File: src/rtl/digit_entry_pkg.sv
// Shared definitions for the quiz answer-entry block.
// Contents: game FSM state codes, BCD digit width and state-decoding helpers.
// No ports; imported by digit_entry and digit_counter.
package digit_entry_pkg;

    localparam int DIGIT_W = 4;

    typedef enum logic [3:0] {
        ST_READY    = 4'b0010,
        ST_QUESTION = 4'b0011,
        ST_INPUT    = 4'b0100,
        ST_CHECK    = 4'b0110,
        ST_WRONG    = 4'b0111,
        ST_CORRECT  = 4'b1000,
        ST_END0     = 4'b1001,
        ST_END1     = 4'b1010,
        ST_END2     = 4'b1011
    } state_e;

    // States in which the entry digits are wiped every cycle.
    function automatic logic is_clear_state(input logic [3:0] s);
        logic r;
        r = 1'b0;
        case (s)
            ST_CHECK, ST_CORRECT, ST_END0, ST_END1, ST_END2: r = 1'b1;
            default:                                         r = 1'b0;
        endcase
        return r;
    endfunction

    // States in which the question latch follows the question bus.
    function automatic logic loads_question(input logic [3:0] s, input logic q_nonzero);
        logic r;
        r = 1'b0;
        case (s)
            ST_READY:                        r = q_nonzero;
            ST_QUESTION, ST_INPUT, ST_WRONG: r = 1'b1;
            default:                         r = 1'b0;
        endcase
        return r;
    endfunction

endpackage

File: src/rtl/digit_counter.sv
// One BCD-style entry digit with wrap-around stepping in both directions.
// Ports: clk_i/rst_i; inc_i/dec_i step requests; clr_i/force0_i zero the digit; value_o digit.
// Zeroing beats stepping; inc_i beats dec_i (the top never raises both).
module digit_counter
    import digit_entry_pkg::*;
#(
    parameter int DIGIT_MAX = 9,
    parameter int WRAP_MIN  = 1
) (
    input  logic               clk_i,
    input  logic               rst_i,
    input  logic               inc_i,
    input  logic               dec_i,
    input  logic               clr_i,
    input  logic               force0_i,
    output logic [DIGIT_W-1:0] value_o
);

    localparam logic [DIGIT_W-1:0] MAX_V = DIGIT_W'(DIGIT_MAX);
    localparam logic [DIGIT_W-1:0] MIN_V = DIGIT_W'(WRAP_MIN);
    localparam logic [DIGIT_W-1:0] ONE_V = DIGIT_W'(1);

    logic [DIGIT_W-1:0] value_q;
    logic [DIGIT_W-1:0] value_d;

    always_comb begin
        value_d = value_q;
        if (force0_i || clr_i) begin
            value_d = '0;
        end else if (inc_i) begin
            value_d = (value_q == MAX_V) ? MIN_V : value_q + ONE_V;
        end else if (dec_i) begin
            // '<=' so the power-up value 0 also wraps to the top.
            value_d = (value_q <= MIN_V) ? MAX_V : value_q - ONE_V;
        end
    end

    always_ff @(posedge clk_i or posedge rst_i) begin
        if (rst_i) begin
            value_q <= '0;
        end else begin
            value_q <= value_d;
        end
    end

    assign value_o = value_q;

endmodule

File: src/rtl/digit_entry.sv
// Answer entry for the factorisation quiz: N stepped digits, answer commit, question latch.
// Ports: clk_i/rst_i; state_i game state; sel_i/down_i/clr_i/dec_i buttons; question_i;
//        seg_o/seg_q_o display, answer_o/ans_valid_o commit, que_ok_o/led_o question-present.
module digit_entry
    import digit_entry_pkg::*;
#(
    parameter int NUM_DIGITS = 3,
    parameter int DIGIT_MAX  = 9,
    parameter int WRAP_MIN   = 1
) (
    input  logic                              clk_i,
    input  logic                              rst_i,
    input  logic [3:0]                        state_i,
    input  logic [NUM_DIGITS-1:0]             sel_i,
    input  logic                              down_i,
    input  logic                              clr_i,
    input  logic                              dec_i,
    input  logic [2*NUM_DIGITS*DIGIT_W-1:0]   question_i,
    output logic [NUM_DIGITS*DIGIT_W-1:0]     seg_o,
    output logic [NUM_DIGITS*DIGIT_W-1:0]     seg_q_o,
    output logic [NUM_DIGITS*DIGIT_W-1:0]     answer_o,
    output logic                              ans_valid_o,
    output logic                              que_ok_o,
    output logic                              led_o
);

    localparam int W = NUM_DIGITS * DIGIT_W;
    localparam logic [NUM_DIGITS-1:0] ONE_N = NUM_DIGITS'(1);

    // Button history. hist_vld_q stays low for the first edge after reset so
    // a button already held at release is recorded but not taken as a press.
    logic [NUM_DIGITS-1:0] sel_q;
    logic                  clr_q, dec_q, hist_vld_q;

    always_ff @(posedge clk_i or posedge rst_i) begin
        if (rst_i) begin
            sel_q      <= '0;
            clr_q      <= 1'b0;
            dec_q      <= 1'b0;
            hist_vld_q <= 1'b0;
        end else begin
            sel_q      <= sel_i;
            clr_q      <= clr_i;
            dec_q      <= dec_i;
            hist_vld_q <= 1'b1;
        end
    end

    logic [NUM_DIGITS-1:0] sel_press, sel_first, digit_inc, digit_dec;
    logic                  clr_press, dec_press, in_input, force0, clr_all, commit;

    assign sel_press = hist_vld_q ? (sel_i & ~sel_q) : '0;
    assign clr_press = hist_vld_q & clr_i & ~clr_q;
    assign dec_press = hist_vld_q & dec_i & ~dec_q;

    // Isolate the lowest set bit: the lowest-index press wins.
    assign sel_first = sel_press & (~sel_press + ONE_N);

    assign in_input  = (state_i == ST_INPUT);
    assign force0    = is_clear_state(state_i);
    assign clr_all   = in_input & clr_press & ~(|sel_press);
    assign digit_inc = sel_first & {NUM_DIGITS{in_input & ~down_i}};
    assign digit_dec = sel_first & {NUM_DIGITS{in_input &  down_i}};
    assign commit    = in_input & dec_press;

    logic [NUM_DIGITS-1:0][DIGIT_W-1:0] digits;

    for (genvar i = 0; i < NUM_DIGITS; i++) begin : g_digit
        digit_counter #(
            .DIGIT_MAX (DIGIT_MAX),
            .WRAP_MIN  (WRAP_MIN)
        ) u_digit (
            .clk_i    (clk_i),
            .rst_i    (rst_i),
            .inc_i    (digit_inc[i]),
            .dec_i    (digit_dec[i]),
            .clr_i    (clr_all),
            .force0_i (force0),
            .value_o  (digits[i])
        );
    end

    // Display, question and commit registers.
    logic [W-1:0] seg_q, seg_d;
    logic [W-1:0] question_q, question_d;
    logic [W-1:0] segq_q, segq_d;
    logic [W-1:0] answer_q, answer_d;
    logic         ans_valid_q, que_ok_q, led_q;
    logic [W-1:0] question_hi;
    logic         unused_question_lo;

    assign question_hi        = question_i[2*W-1:W];
    assign unused_question_lo = ^question_i[W-1:0];

    always_comb begin
        seg_d      = in_input ? digits : '0;
        question_d = loads_question(state_i, |question_hi) ? question_hi : '0;
        // Shows the latch contents, so lags the question bus by one cycle.
        segq_d     = (state_i == ST_QUESTION) ? question_q : '0;
        // Commit captures the digits as they stand before this edge's step.
        answer_d   = commit ? digits : answer_q;
    end

    always_ff @(posedge clk_i or posedge rst_i) begin
        if (rst_i) begin
            seg_q       <= '0;
            question_q  <= '0;
            segq_q      <= '0;
            answer_q    <= '0;
            ans_valid_q <= 1'b0;
            que_ok_q    <= 1'b0;
            led_q       <= 1'b0;
        end else begin
            seg_q       <= seg_d;
            question_q  <= question_d;
            segq_q      <= segq_d;
            answer_q    <= answer_d;
            ans_valid_q <= commit;
            que_ok_q    <= |question_q;
            led_q       <= que_ok_q;
        end
    end

    assign seg_o       = seg_q;
    assign seg_q_o     = segq_q;
    assign answer_o    = answer_q;
    assign ans_valid_o = ans_valid_q;
    assign que_ok_o    = que_ok_q;
    assign led_o       = led_q;

endmodule
File: config.mk
export PLATFORM = sky130hd
export DESIGN_NAME = digit_entry
export DESIGN_NICKNAME = d
export VERILOG_FILES = /design/src/rtl/digit_entry_pkg.sv /design/src/rtl/digit_counter.sv /design/src/rtl/digit_entry.sv
export SDC_FILE = /design/constraint.sdc
export NUM_CORES = 1
export LEC_CHECK = 0
export ABC_AREA = 1
export CAP_MARGIN = 20
export CORE_MARGIN = 2
export CORE_UTILIZATION = 54
export DETAILED_ROUTE_END_ITERATION = 8
export PLACE_DENSITY_LB_ADDON = 0.1
export REMOVE_ABC_BUFFERS = 1
export SLEW_MARGIN = 40
export SYNTH_ARGS = -nofsm -noshare
export SYNTH_HDL_FRONTEND = slang
export SYNTH_SLANG_ARGS = --single-unit
File: constraint.sdc
create_clock -name clk_i -period 7 [get_ports clk_i]
set_clock_uncertainty 0.15 [all_clocks]
set_input_delay 1.05 -clock clk_i [delete_from_list [all_inputs] [get_ports clk_i]]
set_output_delay 1.05 -clock clk_i [all_outputs]
set_load 0.1 [all_outputs]
After elaboration in Yosys (flattened, before gate mapping)

Index checks and enable logic that the tools add are counted.

Register bits after elaboration: 69
Input port bits: 36
Output and inout bits: 39
Logic and storage cells: 85

Add/subtract/negate cells: 7
$lt $le $gt $ge: 3
Equal/unequal tests: 12
Multiplexer cells: 21
Bitwise logic cells: 19
Reductions and logical operators: 9

Operators with widths:

| cell                | number |
|---|---|
| $mux 4              | 15 |
| $mux 12             | 3 |
| $eq 4x4->1 const B  | 7 |
| $reduce_or 12->1    | 2 |
| $add 4x1->4 const B | 3 |
| $and 3x3->3         | 4 |
| $eq 4x3->1 const B  | 3 |
| $le 4x1->1 const B  | 3 |
| $sub 4x1->4 const B | 3 |
| $and 1x1->1         | 9 |
| $reduce_bool 3->1   | 3 |
| $eq 4x2->1 const B  | 2 |
| $not 3->3           | 2 |
| $reduce_or 3->1     | 2 |
| $reduce_or 5->1     | 1 |
| $not 1->1           | 4 |
| $add 3x1->3 const B | 1 |
| $mux 3              | 1 |
| $pmux 1 s2          | 1 |
| $logic_or 1x1->1    | 1 |
| $mux 1              | 1 |

Depth between registers and ports, before layout

Gate-level depths: netlist of the first run.

Word-level depth: 10
Depth in mapped cells: 9
Mapped depth without buffers: 8

Hierarchy

Synthesis of the first run repeated with hierarchy kept, for this count alone.

Cell total of the unflattened synthesis: 394
Area total of the unflattened synthesis: 3437.0 um2

Modules (own cells, without submodules):

| module        | times used | cells an instance | area each (um2) | sequential area each (um2) |
|---|---|---|---|---|
| digit_entry   | 1          | 214               | 2243.4          | 1426.4 |
| digit_counter | 3          | 60                | 397.9           | 100.1 |

Least setup slack after synthesis of the first run

No wires, ideal clock.

Path kind: register to output
From: register answer_q[0], in the netlist answer_o[0]
To: output port answer_o[0]
Arrival time: 898 ps
Required time: 5800 ps
Path slack: 4902 ps
Cell stages (with the launch flop): 1
Buffers on the path: 0
Path through: dfrtp_1

RTL lines:

| element                  | RTL line           | RTL |
|---|---|---|
| start: declaration       | digit_entry.sv:87  | `logic [W-1:0] answer_q, answer_d;` |
| start signal: assignment | digit_entry.sv:117 | `answer_q <= answer_d;` |
| end: declaration         | digit_entry.sv:21  | `output logic [NUM_DIGITS*DIGIT_W-1:0] answer_o,` |

No word-level cell between the ends.

Worst setup path after layout of the first run

From: input port state_i[3]
To: register question_q[8]

Longest elaborated chain between the ends: 4
Elaborated cells between the ends (all ways): 7
Classes of those cells: eq/ne (4); mux (2); reduce/logical (1)

Ends and longest elaborated chain:

| element                                  | RTL line              | RTL |
|---|---|---|
| start: declaration                       | digit_entry.sv:13     | `input logic [3:0] state_i,` |
| $eq 4x3->1 or $eq 4x2->1 (tied branches) | digit_entry_pkg.sv:35 | `case (s)` |
| $reduce_or 3->1                          | digit_entry_pkg.sv:35 |  |
| $pmux 1 s2 (*)                           | digit_entry_pkg.sv:35 |  |
| $mux 12 (*)                              | digit_entry.sv:97     | `question_d = loads_question(state_i, \|question_hi) ? question_hi : '0;` |
| via question_d[8]                        | digit_entry.sv:85     | `logic [W-1:0] question_q, question_d;` |
| end signal: assignment                   | digit_entry.sv:115    | `question_q <= question_d;` |
| end: declaration                         | digit_entry.sv:85     |  |

Mark *: on every way through the listed nets, which the timed path passes. The rest lies on a longest branch.
A chain may end at the register's enable or synchronous reset.

==> run_results.csv, run 1 <==
group,metric,value,unit
drt,viasPerCell,4.92,
drt,route.vias.total,2558,
sta,post-route-period-util,35.6,%
synthesis,muxShareOfSynthArea,0,%
drt,wire_per_inst,12.0,um
final_layout,diodes,0,
placed_design,gp_congestion,0.827,
cts,clock_latency,0.35,ns
grt,track_usage,20.5,%
cts,cts_tree,"done",
synthesis,ys_top_cells_by_area,"dfrtp_1 (53%), nand2_1 (8.2%), inv_1 (6.1%), nand3_1 (5.4%), nor2_1 (5.2%)",
critical_path,path_depth,6,
sta,slew_headroom,57.3,%
critical_path,reg2reg_slack,5.28,ns
drt,drc,0,
cts,clkSlewWorstSetupHoldPaths,0.07,ns
synthesis,synth_edf_count,0,
synthesis,synth_compound_area_share,5.25,%
cts,cts_resized,0,
critical_path,r2r_cells,8,
grt,grt-ovfl-total,0,
floorplanning,dieArea,0.00664,mm^2
synthesis,avgSynthCellArea,8.60,um^2
sta,rsz0062_at_grt,"false",
critical_path,critPathMaxStageDelay,0.59,ns
synthesis,synth_most_common_cell,"nand2_1",
floorplanning,num_rows,28,
synthesis,synth_top_family_by_area,"simple AND/OR/NAND/NOR gates",
drt,firstDrtPassIters,4,
synthesis,yosysWarnings,0,
floorplanning,start_util,55.4,%
final_layout,final_nets,485,
sta,min_period,2.49,ns
floorplanning,core,0.00585,mm^2
cts,htreeDepth,3,
sta,slew_violations,0,
grt,grt_pass1_wl,10200,um
floorplanning,fp.dieH,81.5,um
critical_path,worstSetupEndpointType,"flop",
power,power_leakage,0.00206,uW
drt,wl,6230,um
cts,cts_post_setup_buffers_inserted,0,
critical_path,setup.worst_path.start_class,"primary input",
flow_run,maxCapViolCount,0,
floorplanning,io_pins,75,
critical_path,cp_cell_sequence,"clkdlybuf4s50_1 > inv_2 > nand2_1 > nor2_4 > nor2_1 > a21oi_1",
cts,ctsLongestPathBuffers,2,
critical_path,critPathMaxFanout,12,
critical_path,r2r_end,"g_digit[2].u_digit.value_o[1]",
placed_design,post-dp-hpwl,4330,um
critical_path,path_delay_family,"simple AND/OR/NAND/NOR gates",
final_layout,fillCellCount,507,
synthesis,netlist_area,0.00324,mm^2
synthesis,synth_top_area_share,53.3,%
drt,drtIter0Drc,138,
synthesis,synthXorXnorAreaFrac,0.811,%
synthesis,yosysSeqAreaShare,53.3,%
synthesis,synth_common_cells,"nand2_1 (71), dfrtp_1 (69), inv_1 (53)",
synthesis,ys_types,28,
min_path,hold-path-cell-count,0,
synthesis,synth_cells,377,
critical_path,slowest_stage,"clkdlybuf4s50_1",
final_layout,areaGrowthSynthToFinish,20.8,%
critical_path,critPathKind,"primary input to flop",
final_layout,final_util,66.9,%
synthesis,synth-main-ff-cell,"dfrtp_1",
cts,numCtsBuffers,9,
power,powerDensity,210,mW/mm^2
synthesis,synth-seq-cells,69,
critical_path,timing.rr.start,"g_digit[2].u_digit.value_o[0]",
synthesis,ys_async_sr_fraction,100,%
cts,holdBufCountCts,0,
floorplanning,die_w,81.5,um
grt,grt_pass1_vias,2227,
min_path,hold_end,"led_o",
min_path,hp-start,"que_ok_o",
grt,grt_max_degree,70,
critical_path,arrival,2.56,ns
synthesis,yosys.area.top_type,"dfrtp_1",
cts,cts.sinks,69,
final_layout,drive_gt1_share,18.0,%
sta,tightest_slew,0.637,ns
sta,setup_tns,0,ns
placed_design,port_buffers,62,
grt,antenna_found_initial,0,
sta,hold_viol_final,0,
synthesis,synthAdderAreaFrac,3.47,%
power,ir_worst_vdd,0.145,mV
outcome,status,"complete, no violations",
synthesis,synth_simple_gate_area_share,28.3,%
critical_path,cp_num_buf_inv,2,
min_path,min_path_type,"flop to flop",
sta,fmaxAchievable,401,MHz
sta,finalSetupViolations,0,
drt,postRouteAntennaNets,0,
cts,cts-root-buf,"clkbuf_8",
critical_path,required,7.06,ns
## cell usage in the layout (no fill, tap or decap), types with 2 or more instances in the layout
cell | netlist | layout
nand3_2 | 3 | 3
nor3_1 | 2 | 2
inv_2 | 4 | 5
buf_2 | 6 | 39
nor2_4 | 5 | 5
inv_6 | 0 | 2
o21ai_0 | 18 | 18
ha_1 | 9 | 9
nand2_4 | 2 | 2
nand3_1 | 35 | 35
clkinv_4 | 0 | 2
nor2_1 | 45 | 45
nand2_1 | 71 | 71
a21oi_1 | 14 | 13
nand2_2 | 3 | 3
inv_1 | 53 | 52
nor2_2 | 4 | 4
dfrtp_1 | 69 | 69
xor2_1 | 2 | 2
nand4_1 | 17 | 17
o21ai_1 | 2 | 2
nor4_1 | 4 | 4
clkbuf_8 | 0 | 10
clkdlybuf4s50_1 | 0 | 23
## area by class of cell
class	instances	area, um^2	area share, %
flip-flops and latches	69	1730	44.1
multi-input cells	240	1230	31.6
repair buffers	63	437	11.2
inverters	57	214	5.47
clock buffers	10	138	3.52
well taps	75	93.8	2.40
clock inverters	6	70.1	1.79
## registers in the layout, indices dropped and copies added, names as in the netlist, 3 cells and up
| signal | cells |
|---|---|
| g_digit.u_digit.value_o | 12 |
| seg_o | 12 |
| seg_q_o | 12 |
| sel_q | 3 |
| question_q | 12 |
| answer_o | 12 |
## routing by layer
layer  part of all wire [%]  track usage [%]  vias to the layer above
met5                      0                0                        -
met4                    1.5             7.12                        0
met3                    5.1             6.37                        8
met2                     47             32.2                       56
met1                     46             27.1                     1168
li1                       -                -                     1326
## how the worst max path moves through the flow
stage / start / endpoint / slack, ns
5_1_grt: state_i[3] / question_q[6] / 4.41
3_5_place_dp: state_i[2] / g_digit[0].u_digit.value_o[3] / 4.16
2_1_floorplan: rst_i / ans_valid_o / 4.06
3_3_place_gp: state_i[3] / g_digit[1].u_digit.value_o[3] / 4.09
4_1_cts: state_i[2] / g_digit[1].u_digit.value_o[3] / 4.54
6_report: state_i[3] / question_q[8] / 4.51
## logic make-up after synthesis
kind of cell               count (synthesis)
other                                      1
DFF                                       69
xor gates and xnor gates                   3
adders and majority gates                  9
buffers and inverters                     68
and+or+nand+nor                          193
AOI/OAI and AO/OA                         34
## metrics by stage
stage | instance area, um^2 | std cells | hold WS, ns | setup slack [ns] | power, uW
floorplan | 3170 | 366 | 0.295 | 4.06 | 471
global placement | 3890 | 504 | 0.215 | 4.09 | 499
detailed placement | 3700 | 504 | 0.210 | 4.16 | 498
CTS | 3910 | 520 | 0.235 | 4.54 | 831
global route | 3910 | 520 | 0.257 | 4.41 | 858
finish | 3910 | 520 | 0.226 | 4.51 | 824
## power breakdown
group | switching (uW) | leakage, uW | internal (uW) | total, uW
clock network | 156 | 0.000107 | 177 | 334
logic | 54.1 | 0.00102 | 23.8 | 77.9
registers | 5.25 | 0.000936 | 407 | 412
Power figures use the tool's default switching activity.
==> run 2: changes to the inputs <==
CORE_UTILIZATION = 50   (was 54)
clock period = 2.55 ns   (was 7 ns; I/O delays follow)
==> run_results.csv, run 2 (synthesized netlist as in run 1, its figures left out) <==
group,metric,value,unit
outcome,status,"complete, no violations",
power,power_leakage,0.00207,uW
final_layout,layout.cells.most_common_list,"nand2_1 (71), dfrtp_1 (69), inv_1 (52)",
sta,rsz0062_at_grt,"false",
cts,cts-root-buf,"clkbuf_8",
drt,firstDrtPassIters,4,
drt,wire_per_inst,12.4,um
grt,grt_pass1_vias,2405,
flow_run,maxCapViolCount,0,
sta,fmaxAchievable,544,MHz
sta,hold_viol_final,0,
min_path,min_path_type,"primary input to async pin",
floorplanning,num_rows,29,
sta,finalSetupViolations,0,
critical_path,setup.worst_path.start_class,"primary input",
critical_path,reg2reg_slack,0.79,ns
drt,postRouteAntennaNets,0,
drt,wl,6490,um
placed_design,placed_area,0.00381,mm^2
critical_path,critPathKind,"primary input to flop",
drt,viasPerCell,4.95,
cts,holdBufCountCts,0,
final_layout,final_common_cell,"nand2_1",
grt,antenna_found_initial,0,
grt,grt-ovfl-total,0,
grt,grt_max_degree,48,
floorplanning,die_w,84.5,um
cts,htreeDepth,3,
grt,track_usage,19.9,%
power,powerDensity,583,mW/mm^2
placed_design,gp_congestion,0.854,
power,ir_worst_vdd,0.404,mV
floorplanning,core,0.00631,mm^2
floorplanning,fp.dieH,84.5,um
cts,numCtsBuffers,9,
final_layout,areaGrowthSynthToFinish,24.5,%
floorplanning,dieArea,0.00714,mm^2
sta,post-route-period-util,72.1,%
sta,slew_headroom,55.3,%
drt,drtIter0Drc,110,
cts,cts.sinks,69,
drt,route.vias.total,2585,
cts,clock_latency,0.35,ns
floorplanning,start_util,51.3,%
critical_path,arrival,1.90,ns
sta,slew_violations,0,
cts,cts_resized,0,
sta,tightest_slew,0.668,ns
placed_design,pre_cts_ws,0.354,ns
sta,timing.final.ws_setup,0.712,ns
critical_path,required,2.62,ns
grt,grt_pass1_wl,11100,um
placed_design,port_buffers,62,
final_layout,diodes,0,
sta,setup_tns,0,ns
cts,cts_post_setup_buffers_inserted,0,
cts,cts_tree,"done",
power,power.total,2350,uW
final_layout,drive_gt1_share,18.0,%
critical_path,worstSetupEndpointType,"flop",
final_layout,final_nets,485,
critical_path,critPathMaxFanout,12,
cts,clkSlewWorstSetupHoldPaths,0.08,ns
floorplanning,io_pins,75,
cts,ctsLongestPathBuffers,2,
sta,min_period,1.84,ns
drt,drc,0,
placed_design,post-dp-hpwl,4600,um
final_layout,fin_area,0.00404,mm^2
==> run 2: cell types whose count changed in the layout (fill, tap and decap cells not counted), sizes merged <==
cell / delta
bufinv: +1
clkbuf: -1
==> run 2: critical path, stage by stage <==
cell and delay (ns):
clkdlybuf4s50_1 0.60, inv_2 0.06, nand2_1 0.10, nor2_4 0.07, nor2_1 0.53, a21oi_1 0.16
==> run 2: layout make-up <==
cell class                      instances  area, um^2
Timing Repair Buffer                   63         543
Clock inverter                          7        96.3
Fill cell                             567        2280
Sequential cell                        69        1730
Inverter                               57         214
Multi-Input combinational cell        240        1230
Tap cell                               77        96.3
Clock buffer                            9         124
==> run 2: path summary, 6_finish.rpt <==
check / from / end / cells past startpoint
worst max register to register: g_digit[2].u_digit.value_o[0] / g_digit[2].u_digit.value_o[1] / 8
min in group clk_i: que_ok_o / led_o / 0
worst min register to register: que_ok_o / led_o / 0
worst min-delay path: rst_i / seg_o[1] / 2
max in group asynchronous: rst_i / answer_o[6] / 3
worst max-delay path: state_i[3] / question_q[10] / 6
==> run 2: where the power goes <==
group          internal [uW]  switching [uW]
registers               1120            15.2
clock network            555             444
logic                   71.5             149
==> run 2: metal layers <==
layer / track usage (%) / vias up / part of all wire, %
li1: - / 1322 / -
met1: 26.6 / 1187 / 48
met2: 30.1 / 66 / 46
met3: 5.60 / 10 / 4.7
met4: 9.24 / 0 / 1.6
met5: 0 / - / 0
==> run 2: per-stage QoR <==
stage	hold slack, ns	util, %	std cells
2_1_floorplan	0.264	-	366
3_3_place_gp	0.219	60.4	506
3_5_place_dp	0.219	60.4	506
4_1_cts	0.218	63.9	522
5_1_grt	0.259	63.9	522
6_report	0.216	63.9	522
==> run 3: changes to the inputs <==
CORE_UTILIZATION = 45   (was 50)
clock period = 1.59 ns   (was 2.55 ns; I/O delays follow)
==> run_results.csv, run 3 (synthesized netlist as in run 1, its figures left out) <==
group,metric,value,unit
outcome,status,"complete, no violations",
power,powerDensity,844,mW/mm^2
critical_path,timing.rr.start,"g_digit[2].u_digit.value_o[0]",
cts,numCtsBuffers,9,
drt,wire_per_inst,12.4,um
critical_path,critPathMaxStageDelay,0.40,ns
drt,postRouteAntennaNets,0,
critical_path,slowest_stage,"dfrtp_1",
final_layout,areaGrowthSynthToFinish,47.8,%
grt,grt_max_degree,70,
drt,firstDrtPassIters,4,
min_path,min_path_type,"primary input to async pin",
grt,grt_pass1_wl,11700,um
grt,grt_use_met1,25.4,%
power,ir_worst_vdd,0.419,mV
final_layout,diodes,0,
critical_path,cp_cell_sequence,"inv_1 > ha_2 > nor2_2 > nor2_2 > or2_2 > nand2_1 > nand3_1 > nand2_1",
critical_path,r2r_end,"g_digit[2].u_digit.value_o[1]",
grt,grt_pass1_vias,2576,
grt,antenna_found_initial,0,
cts,clkSlewWorstSetupHoldPaths,0.08,ns
cts,cts-root-buf,"clkbuf_8",
floorplanning,dieArea,0.00790,mm^2
drt,wl,6970,um
floorplanning,core,0.00687,mm^2
power,power_leakage,0.00230,uW
grt,use_met3,4.57,%
flow_run,maxCapViolCount,0,
drt,viasPerCell,4.76,
drt,route.vias.total,2682,
sta,post-route-period-util,95.0,%
critical_path,setup.worst_path.start_class,"flop",
grt,met2_usage,31.8,%
placed_design,port_buffers,62,
grt,grt_most_used_layer,"met2",
critical_path,arrival,1.65,ns
sta,slew_violations,0,
grt,track_usage,19.7,%
floorplanning,fp.dieH,88.9,um
critical_path,setup.worst_path.start,"g_digit[2].u_digit.value_o[0]",
critical_path,r2r_cells,8,
floorplanning,io_pins,75,
sta,hold_viol_final,0,
cts,holdBufCountCts,0,
cts,clock_latency,0.35,ns
final_layout,final_common_cell,"nand2_1",
sta,min_period,1.51,ns
placed_design,post-dp-hpwl,5070,um
final_layout,final_util,69.7,%
final_layout,drive_gt1_share,24.6,%
critical_path,critPathMaxFanout,3,
cts,ctsLongestPathBuffers,2,
critical_path,cp_num_buf_inv,1,
placed_design,gp_congestion,0.888,
sta,finalSetupViolations,0,
critical_path,required,1.73,ns
floorplanning,die_w,88.9,um
critical_path,critPathKind,"flop to flop",
sta,rsz0062_at_grt,"false",
drt,drtIter0Drc,98,
grt,grt-ovfl-total,0,
critical_path,path_delay_family,"simple AND/OR/NAND/NOR gates",
cts,htreeDepth,3,
cts,cts.sinks,69,
final_layout,fillCellCount,515,
floorplanning,num_rows,30,
power,power.total,4040,uW
drt,drc,0,
critical_path,worstSetupEndpointType,"flop",
sta,fmaxAchievable,662,MHz
final_layout,layout.cells.most_common_list,"nand2_1 (71), dfrtp_1 (67), inv_1 (51)",
floorplanning,start_util,47.2,%
critical_path,reg2reg_slack,0.08,ns
cts,cts_tree,"done",
final_layout,final_nets,507,
-- run 3: worst max-delay path by stage --
stage / end / depth (start not counted)
6_report: g_digit[2].u_digit.value_o[1] / 8
5_1_grt: g_digit[1].u_digit.value_o[1] / 9
4_1_cts: g_digit[2].u_digit.value_o[3] / 8
3_5_place_dp: question_q[6] / 6
3_3_place_gp: question_q[0] / 6
2_1_floorplan: ans_valid_o / 1
-- run 3: layer usage --
| layer | routed length, um | vias up | part of all wire [%] |
|---|---|---|---|
| li1 | - | 1362 | - |
| met1 | 3150 | 1253 | 45 |
| met2 | 3480 | 60 | 50 |
| met3 | 252 | 7 | 3.6 |
| met4 | 89 | 0 | 1.3 |
| met5 | 0 | - | 0 |
-- run 3: power by group --
part           leakage (uW)  total (uW)  switching (uW)  internal (uW)
combinational       0.00124         413             249            164
sequential         0.000933        1820            31.3           1790
clock              0.000126        1810             676           1130
-- run 3: worst register-to-register path: stages, from the launching register on --
cell and delay (ns):
dfrtp_1 0.40, inv_1 0.07, ha_2 0.20, nor2_2 0.11
nor2_2 0.06, or2_2 0.27, nand2_1 0.07, nand3_1 0.06
nand2_1 0.07
-- run 3: area by class of cell --
cell class                      instances  area [um^2]  area share, %
Multi-Input combinational cell        240         1270           26.6
Inverter                               57          214           4.47
Clock inverter                          5          106           2.22
Clock buffer                           11          151           3.16
Sequential cell                        69         1730           36.1
Tap cell                               96          120           2.51
Timing Repair Buffer                   85         1200           25.0
-- run 3: repair_timing --
action,in CTS,in global routing
pin swaps,0,0
endpoints found under the setup margin,14,12
buffers inserted,0,1
resized for setup,3,13
-- run 3: metrics by stage --
stage | cells | setup TNS, ns | area (um^2) | hold WS [ns] | setup WS (ns)
floorplan | 366 | -37.15 | 3170 | 0.120 | -0.538
global route | 563 | 0 | 4790 | 0.166 | 0.000626
finish | 563 | 0 | 4790 | 0.132 | 0.0798
detailed placement | 546 | -12.40 | 4480 | 0.286 | -0.453
CTS | 562 | 0 | 4750 | 0.134 | 0.0614
global placement | 546 | -10.46 | 4480 | 0.277 | -0.373
